### src/rtl/clock_ui_controller.sv
// clock_ui_controller: button debounce, mode/select sequencing, increment auto-repeat and alarm ring control
module clock_ui_controller #(
    parameter int CLK_FREQ_HZ     = 1000,
    parameter int DEBOUNCE_MS     = 20,
    parameter int REPEAT_DELAY_MS = 500,
    parameter int REPEAT_RATE_MS  = 100,
    parameter int RING_TIMEOUT_S  = 60
) (
    input  logic       clk,
    input  logic       global_reset_n,
    input  logic       btn_mode,
    input  logic       btn_select,
    input  logic       btn_inc,
    input  logic       alarm_in,
    output logic [1:0] mode_out,
    output logic [1:0] select_out,
    output logic       increment_out,
    output logic       alarm_enable_out,
    output logic       ring_out
);
    localparam int TICK_DIV = CLK_FREQ_HZ / 1000;
    localparam int PW       = TICK_DIV > 1 ? $clog2(TICK_DIV) : 1;
    localparam int DW       = $clog2(DEBOUNCE_MS + 1);
    localparam int RMAX     = REPEAT_DELAY_MS > REPEAT_RATE_MS ? REPEAT_DELAY_MS : REPEAT_RATE_MS;
    localparam int RW       = $clog2(RMAX + 1);
    localparam int SW       = $clog2(RING_TIMEOUT_S + 1);

    typedef enum logic [1:0] {CLOCK, CLOCK_EDIT, STOPWATCH, ALARM_EDIT} mode_t;
    typedef enum logic [1:0] {P_IDLE, P_HIGH, P_LOW} pulse_t;

    logic [PW-1:0] pre;
    logic          tick;
    logic [3:0]    raw, sync1, sync2;
    logic [2:0]    db, db_q, press;
    logic [DW-1:0] db_cnt [3];
    logic          alarm_q, alarm_rise;
    logic          ev_silence, ev_mode, ev_sel, ev_inc;
    mode_t         mode, mode_nx;
    logic [1:0]    sel_nx;
    logic          en_nx, edit;
    logic          rep_active, rep_first, rep_fire;
    logic [RW-1:0] rep_cnt, lim;
    pulse_t        pst, pst_nx;
    logic [PW-1:0] pcnt;
    logic          pdone, pend, req;
    logic [9:0]    ms_cnt;
    logic [SW-1:0] sec_cnt;
    logic          sec_wrap, timeout;

    assign tick = pre == PW'(TICK_DIV - 1);
    assign raw  = {alarm_in, btn_inc, btn_select, btn_mode};

    always_ff @(posedge clk or negedge global_reset_n) begin
        if (!global_reset_n) begin
            pre     <= '0;
            sync1   <= '0;
            sync2   <= '0;
            db      <= '0;
            db_q    <= '0;
            alarm_q <= 1'b0;
            for (int i = 0; i < 3; i++) db_cnt[i] <= '0;
        end else begin
            pre     <= tick ? '0 : pre + 1'b1;
            sync1   <= raw;
            sync2   <= sync1;
            db_q    <= db;
            alarm_q <= sync2[3];
            // a level must disagree for DEBOUNCE_MS consecutive ticks; any agreement restarts the count
            if (tick) for (int i = 0; i < 3; i++) begin
                if (sync2[i] == db[i]) db_cnt[i] <= '0;
                else if (db_cnt[i] == DW'(DEBOUNCE_MS - 1)) begin
                    db[i]     <= sync2[i];
                    db_cnt[i] <= '0;
                end else db_cnt[i] <= db_cnt[i] + 1'b1;
            end
        end
    end

    assign press      = db & ~db_q;
    assign alarm_rise = sync2[3] & ~alarm_q;
    assign ev_silence = ring_out & |press;
    assign ev_mode    = !ring_out & press[0];
    assign ev_sel     = !ring_out & !press[0] & press[1];
    assign ev_inc     = !ring_out & (press == 3'b100);
    assign edit       = mode == CLOCK_EDIT || mode == ALARM_EDIT;

    always_comb begin
        mode_nx = mode;
        sel_nx  = select_out;
        en_nx   = alarm_enable_out;
        if (ev_mode) begin
            mode_nx = mode_t'(mode + 2'd1);
            sel_nx  = (mode_nx == CLOCK_EDIT || mode_nx == ALARM_EDIT) ? 2'd3 : 2'd0;
        end else if (ev_sel && edit) sel_nx = select_out == 2'd1 ? 2'd3 : select_out - 2'd1;
        else if (ev_inc && mode == CLOCK) en_nx = !alarm_enable_out;
    end

    always_ff @(posedge clk or negedge global_reset_n) begin
        if (!global_reset_n) begin
            mode             <= CLOCK;
            select_out       <= 2'd0;
            alarm_enable_out <= 1'b0;
        end else begin
            mode             <= mode_nx;
            select_out       <= sel_nx;
            alarm_enable_out <= en_nx;
        end
    end

    assign mode_out = mode;
    assign lim      = rep_first ? RW'(REPEAT_DELAY_MS) : RW'(REPEAT_RATE_MS);
    assign rep_fire = rep_active & tick & db[2] & (rep_cnt == lim - 1'b1);

    always_ff @(posedge clk or negedge global_reset_n) begin
        if (!global_reset_n) begin
            rep_active <= 1'b0;
            rep_first  <= 1'b0;
            rep_cnt    <= '0;
        end else if (ev_inc && edit) begin
            rep_active <= 1'b1;
            rep_first  <= 1'b1;
            rep_cnt    <= '0;
        end else if (!db[2] || ev_mode || ev_sel) rep_active <= 1'b0;
        else if (rep_active && tick) begin
            rep_cnt <= rep_fire ? '0 : rep_cnt + 1'b1;
            if (rep_fire) rep_first <= 1'b0;
        end
    end

    // each pulse is one tick period high then one tick period low; a request arriving mid-pulse waits in pend
    assign req   = (ev_inc && mode != CLOCK) || rep_fire;
    assign pdone = pcnt == PW'(TICK_DIV - 1);

    always_comb begin
        pst_nx = pst;
        case (pst)
            P_IDLE:  pst_nx = (req || pend) ? P_HIGH : P_IDLE;
            P_HIGH:  pst_nx = pdone ? P_LOW : P_HIGH;
            P_LOW:   pst_nx = pdone ? P_IDLE : P_LOW;
            default: pst_nx = P_IDLE;
        endcase
    end

    always_ff @(posedge clk or negedge global_reset_n) begin
        if (!global_reset_n) begin
            pst  <= P_IDLE;
            pcnt <= '0;
            pend <= 1'b0;
        end else begin
            pst  <= pst_nx;
            pcnt <= (pst != pst_nx || pst == P_IDLE) ? '0 : pcnt + 1'b1;
            pend <= (ev_mode || ev_sel || pst == P_IDLE) ? 1'b0 : pend | req;
        end
    end

    assign increment_out = pst == P_HIGH;
    assign sec_wrap      = tick & (ms_cnt == 10'd999);
    assign timeout       = ring_out & sec_wrap & (sec_cnt == SW'(RING_TIMEOUT_S - 1));

    always_ff @(posedge clk or negedge global_reset_n) begin
        if (!global_reset_n) begin
            ring_out <= 1'b0;
            ms_cnt   <= '0;
            sec_cnt  <= '0;
        end else if (ev_silence || timeout || !alarm_enable_out) ring_out <= 1'b0;
        else if (alarm_rise) begin
            ring_out <= 1'b1;
            ms_cnt   <= '0;
            sec_cnt  <= '0;
        end else if (ring_out && tick) begin
            ms_cnt <= sec_wrap ? 10'd0 : ms_cnt + 10'd1;
            if (sec_wrap) sec_cnt <= sec_cnt + 1'b1;
        end
    end
endmodule

### config.mk
export PLATFORM = sky130hd
export DESIGN_NAME = clock_ui_controller
export DESIGN_NICKNAME = d
export VERILOG_FILES = /design/src/rtl/clock_ui_controller.sv
export SDC_FILE = /design/constraint.sdc
export NUM_CORES = 1
export LEC_CHECK = 0
export ABC_AREA = 1
export CAP_MARGIN = 15
export CORE_UTILIZATION = 40
export CTS_CLUSTER_SIZE = 24
export DETAILED_ROUTE_END_ITERATION = 16
export GPL_TIMING_DRIVEN = 0
export PLACE_DENSITY = 0.59
export SYNTH_ARGS = -nofsm -noshare
export SYNTH_HDL_FRONTEND = slang
export SYNTH_SLANG_ARGS = --single-unit
### constraint.sdc
create_clock -name clk -period 2.4 [get_ports clk]
set_input_delay 0.72 -clock clk [delete_from_list [all_inputs] [get_ports clk]]
set_output_delay 0.72 -clock clk [all_outputs]
set_load 0.02 [all_outputs]
==> flow_summary.json <==
{
  "grt_antenna_before_repair": 0,
  "synthDominantAreaCellType": "sky130_fd_sc_hd__dfrtp_1",
  "core_area_um2": 7890,
  "critical_path.endpoint_type": "output port",
  "floorplan.initialDensity": 0.423,
  "timing.final.ws_setup_ns": 0.115,
  "layout-area-overhead-vs-synth_pct": 13.8,
  "placed_area_um2": 3580,
  "drv.max_cap_violation_count": 0,
  "synth.lib_cells_used.distinct": 32,
  "dp_worst_setup_slack_ns": 0.478,
  "p_total_mw": 2.24,
  "highest_attainable_clock_frequency_mhz": 438,
  "post_synth_main_area_contributors": "sky130_fd_sc_hd__dfrtp_1, sky130_fd_sc_hd__nand2_1, sky130_fd_sc_hd__nor2_1",
  "drc": 0,
  "finalWorstPathRequiredPeriod_ns": 2.28,
  "grt_first_pass_wirelength_um": 10300,
  "vias": 2441,
  "post_cts_clock_slew_at_the_launch_and_capture_registers_of_the_worst_setup_and_hold_paths_ns": 0.07,
  "clock_sink_count": 67,
  "hold_depth": 0,
  "total_routing_resource_utilization_after_global_routing": 0.150,
  "maxSlewViolCount": 0,
  "power.density_nw_per_um2": 589,
  "slew_at_the_pin_with_the_worst_max_slew_slack_ns": 0.813,
  "synth_top_area_share": 0.502,
  "hold_viol_final": 0,
  "critical_path_required_ns": 1.68,
  "antenna_violating_nets_post_route": 0,
  "setup_viol": 0,
  "synthesis.instances": 394,
  "ioPinCount": 13,
  "dominant_register_cell_in_the_synthesized_netlist": "sky130_fd_sc_hd__dfrtp_1",
  "path_class": "reg -> out",
  "cp_data_arrival_time_ns": 1.56,
  "critical_path.max_fanout": 4,
  "number_of_enable_flip_flop_cells_after_synthesis": 0,
  "final.hold.worst_slack_ns": 0.350,
  "number_of_cell_instances_on_the_worst_register_to_register_path": 10,
  "hold_path_end": "sync2[2]",
  "post_cts_resize_count": 0,
  "floorplan.die.width_um": 93.3,
  "path_cells": "nor2_1 -> clkdlybuf4s50_1",
  "critPathLaunchType": "register",
  "critical_path.max_stage_delay_ns": 0.64,
  "worst_r2r_startpoint": "ms_cnt[0]",
  "result_of_the_run": "finished, final reports clean",
  "num-nets-final": 433,
  "cts-buffers-inserted": 9,
  "synth.cell_area_um2": 3340,
  "grt_pass1_vias": 2358,
  "largest_net_degree_at_the_start_of_global_routing": 68,
  "maximum_ir_drop_on_the_vdd_rail_mv": 0.356,
  "yosysWarnings": 0,
  "min_period_over_period": 0.952,
  "clk_latency_ns": 0.34,
  "most-common-layout-cells": "sky130_fd_sc_hd__nand2_1, sky130_fd_sc_hd__dfrtp_1, sky130_fd_sc_hd__nor2_1",
  "hold_path.class": "reg -> reg",
  "h_tree_level_count": 3,
  "setup.reg_to_reg.worst_slack_ns": 0.64,
  "p_leak_nw": 1.84,
  "drt-total-wl_um": 5590,
  "final_weighted_congestion_in_routability_driven_placement": 0.780,
  "tritoncts": "yes",
  "die-height_um": 93.3,
  "cts.hold.buffers_added": 0,
  "wire_per_inst_um": 10.7,
  "diodes": 0,
  "cts_root_buffer": "sky130_fd_sc_hd__clkbuf_8",
  "final_common_cell": "sky130_fd_sc_hd__nand2_1",
  "finish.utilization": 0.481,
  "final.setup_skew_ns": 0.00676,
  "number_of_nets_in_the_synthesized_netlist": 410,
  "detailed_place_hpwl_um": 3950,
  "full_die_area_um2": 8710,
  "final_layout_size_suffix_gt1_frac": 0.105,
  "cts_setup_buffers": 0,
  "numPortBuffers": 12,
  "cts_max_path_buffers": 2,
  "core.rowCount": 32,
  "hold_start": "sync1[2]",
  "grt_ovf": 0,
  "worstReg2RegEnd": "sec_cnt[4]",
  "ys_ff_latch": 67,
  "dr.pass1.iters": 4,
  "avg_inst_size_synth_um2": 8.47,
  "route.detailed.vias_per_inst": 4.67,
  "layout.cell_area.non_filler_um2": 3800,
  "synth-async-reset-ratio": 1.00,
  "cp_slowest_cell": "sky130_fd_sc_hd__clkdlybuf4s50_1",
  "worst_slew_margin_rel": 0.458,
  "rsz0062_at_grt": "false",
  "synth.yosys.seq_area_share": 0.502,
  "drt_iter0_drc": 88
}
## cell families after synthesis
group,after synthesis,synth area share
AO/OA/AOI/OAI,26,0.0499
XOR/XNOR,17,0.0446
adder cells (fa/ha/maj),10,0.0375
buffers and inverters,45,0.0555
flip-flops,67,0.502
multiplexers,2,0.00675
other,1,0.00112
AND/OR/NAND/NOR,226,0.302
## worst max-delay path by stage
stage,from,endpoint,slack (ns),depth (start not counted)
after floorplan,mode_out[1],rep_cnt[5],0.76,9
after global placement,global_reset_n,sync1[2],-1.65,1
after detailed placement,pst[1],increment_out,0.48,2
after CTS,pst[1],increment_out,0.08,2
after global routing,pst[1],increment_out,0.0003,2
final,pst[1],increment_out,0.12,2
## metal layers
metal,part of all wire,global-route usage,wire length [um]
met1,0.50,0.194,2800
met2,0.45,0.235,2510
met3,0.037,0.0512,209
met4,0.012,0.0538,69
met5,0,0,0
## per-stage QoR
| step | setup TNS (ns) | instances |
|---|---|---|
| detailed placement | 0 | 508 |
| finish | 0 | 523 |
| global placement | -110.04 | 508 |
| CTS | 0 | 523 |
| global route | 0 | 523 |
| floorplan | 0 | 394 |
## state kept, by name, indices dropped and copies added, names as in the netlist
| name | count |
|---|---|
| alarm_enable_out | 1 |
| alarm_q | 1 |
| db | 3 |
| db_cnt | 15 |
| db_q | 3 |
| mode_out | 2 |
| ms_cnt | 10 |
| pcnt | 1 |
| pend | 1 |
| pst | 2 |
| rep_active | 1 |
| rep_cnt | 9 |
| rep_first | 1 |
| ring_out | 1 |
| sec_cnt | 6 |
| select_out | 2 |
| sync1 | 4 |
| sync2 | 4 |
## power by group
group / internal (mW) / switching (mW) / total (mW)
Combinational: 0.0248 / 0.0481 / 0.0729
Sequential: 1.15 / 0.0151 / 1.17
Clock: 0.580 / 0.419 / 0.999
## cell usage after synthesis (3+ instances only)
master                     number
sky130_fd_sc_hd__nand4_1       12
sky130_fd_sc_hd__nand2_1      105
sky130_fd_sc_hd__nor2_1        53
sky130_fd_sc_hd__nor2_4         3
sky130_fd_sc_hd__inv_1         37
sky130_fd_sc_hd__inv_2          4
sky130_fd_sc_hd__ha_1          10
sky130_fd_sc_hd__xnor2_1        6
sky130_fd_sc_hd__o21bai_1       5
sky130_fd_sc_hd__xor2_1        11
sky130_fd_sc_hd__a21oi_1        6
sky130_fd_sc_hd__nand2_2        9
sky130_fd_sc_hd__o21ai_0        7
sky130_fd_sc_hd__dfrtp_1       67
sky130_fd_sc_hd__nand3_1       35
## critical path: cells and delay by family, from the launching register on
kind	cells	cell delay [ns]
buffers and inverters	1	0.64
flip-flops	1	0.41
AND/OR/NAND/NOR	1	0.18
## area by class of cell
type	count	area [um^2]
Fill cell	780	4090
Clock buffer	9	124
Timing Repair Buffer	12	118
Buffer	4	31.3
Clock inverter	6	91.3
Inverter	41	154
Sequential cell	67	1680
Tap cell	102	128
Multi-Input combinational cell	282	1480
No activity file was read; power rests on OpenSTA's default activity.
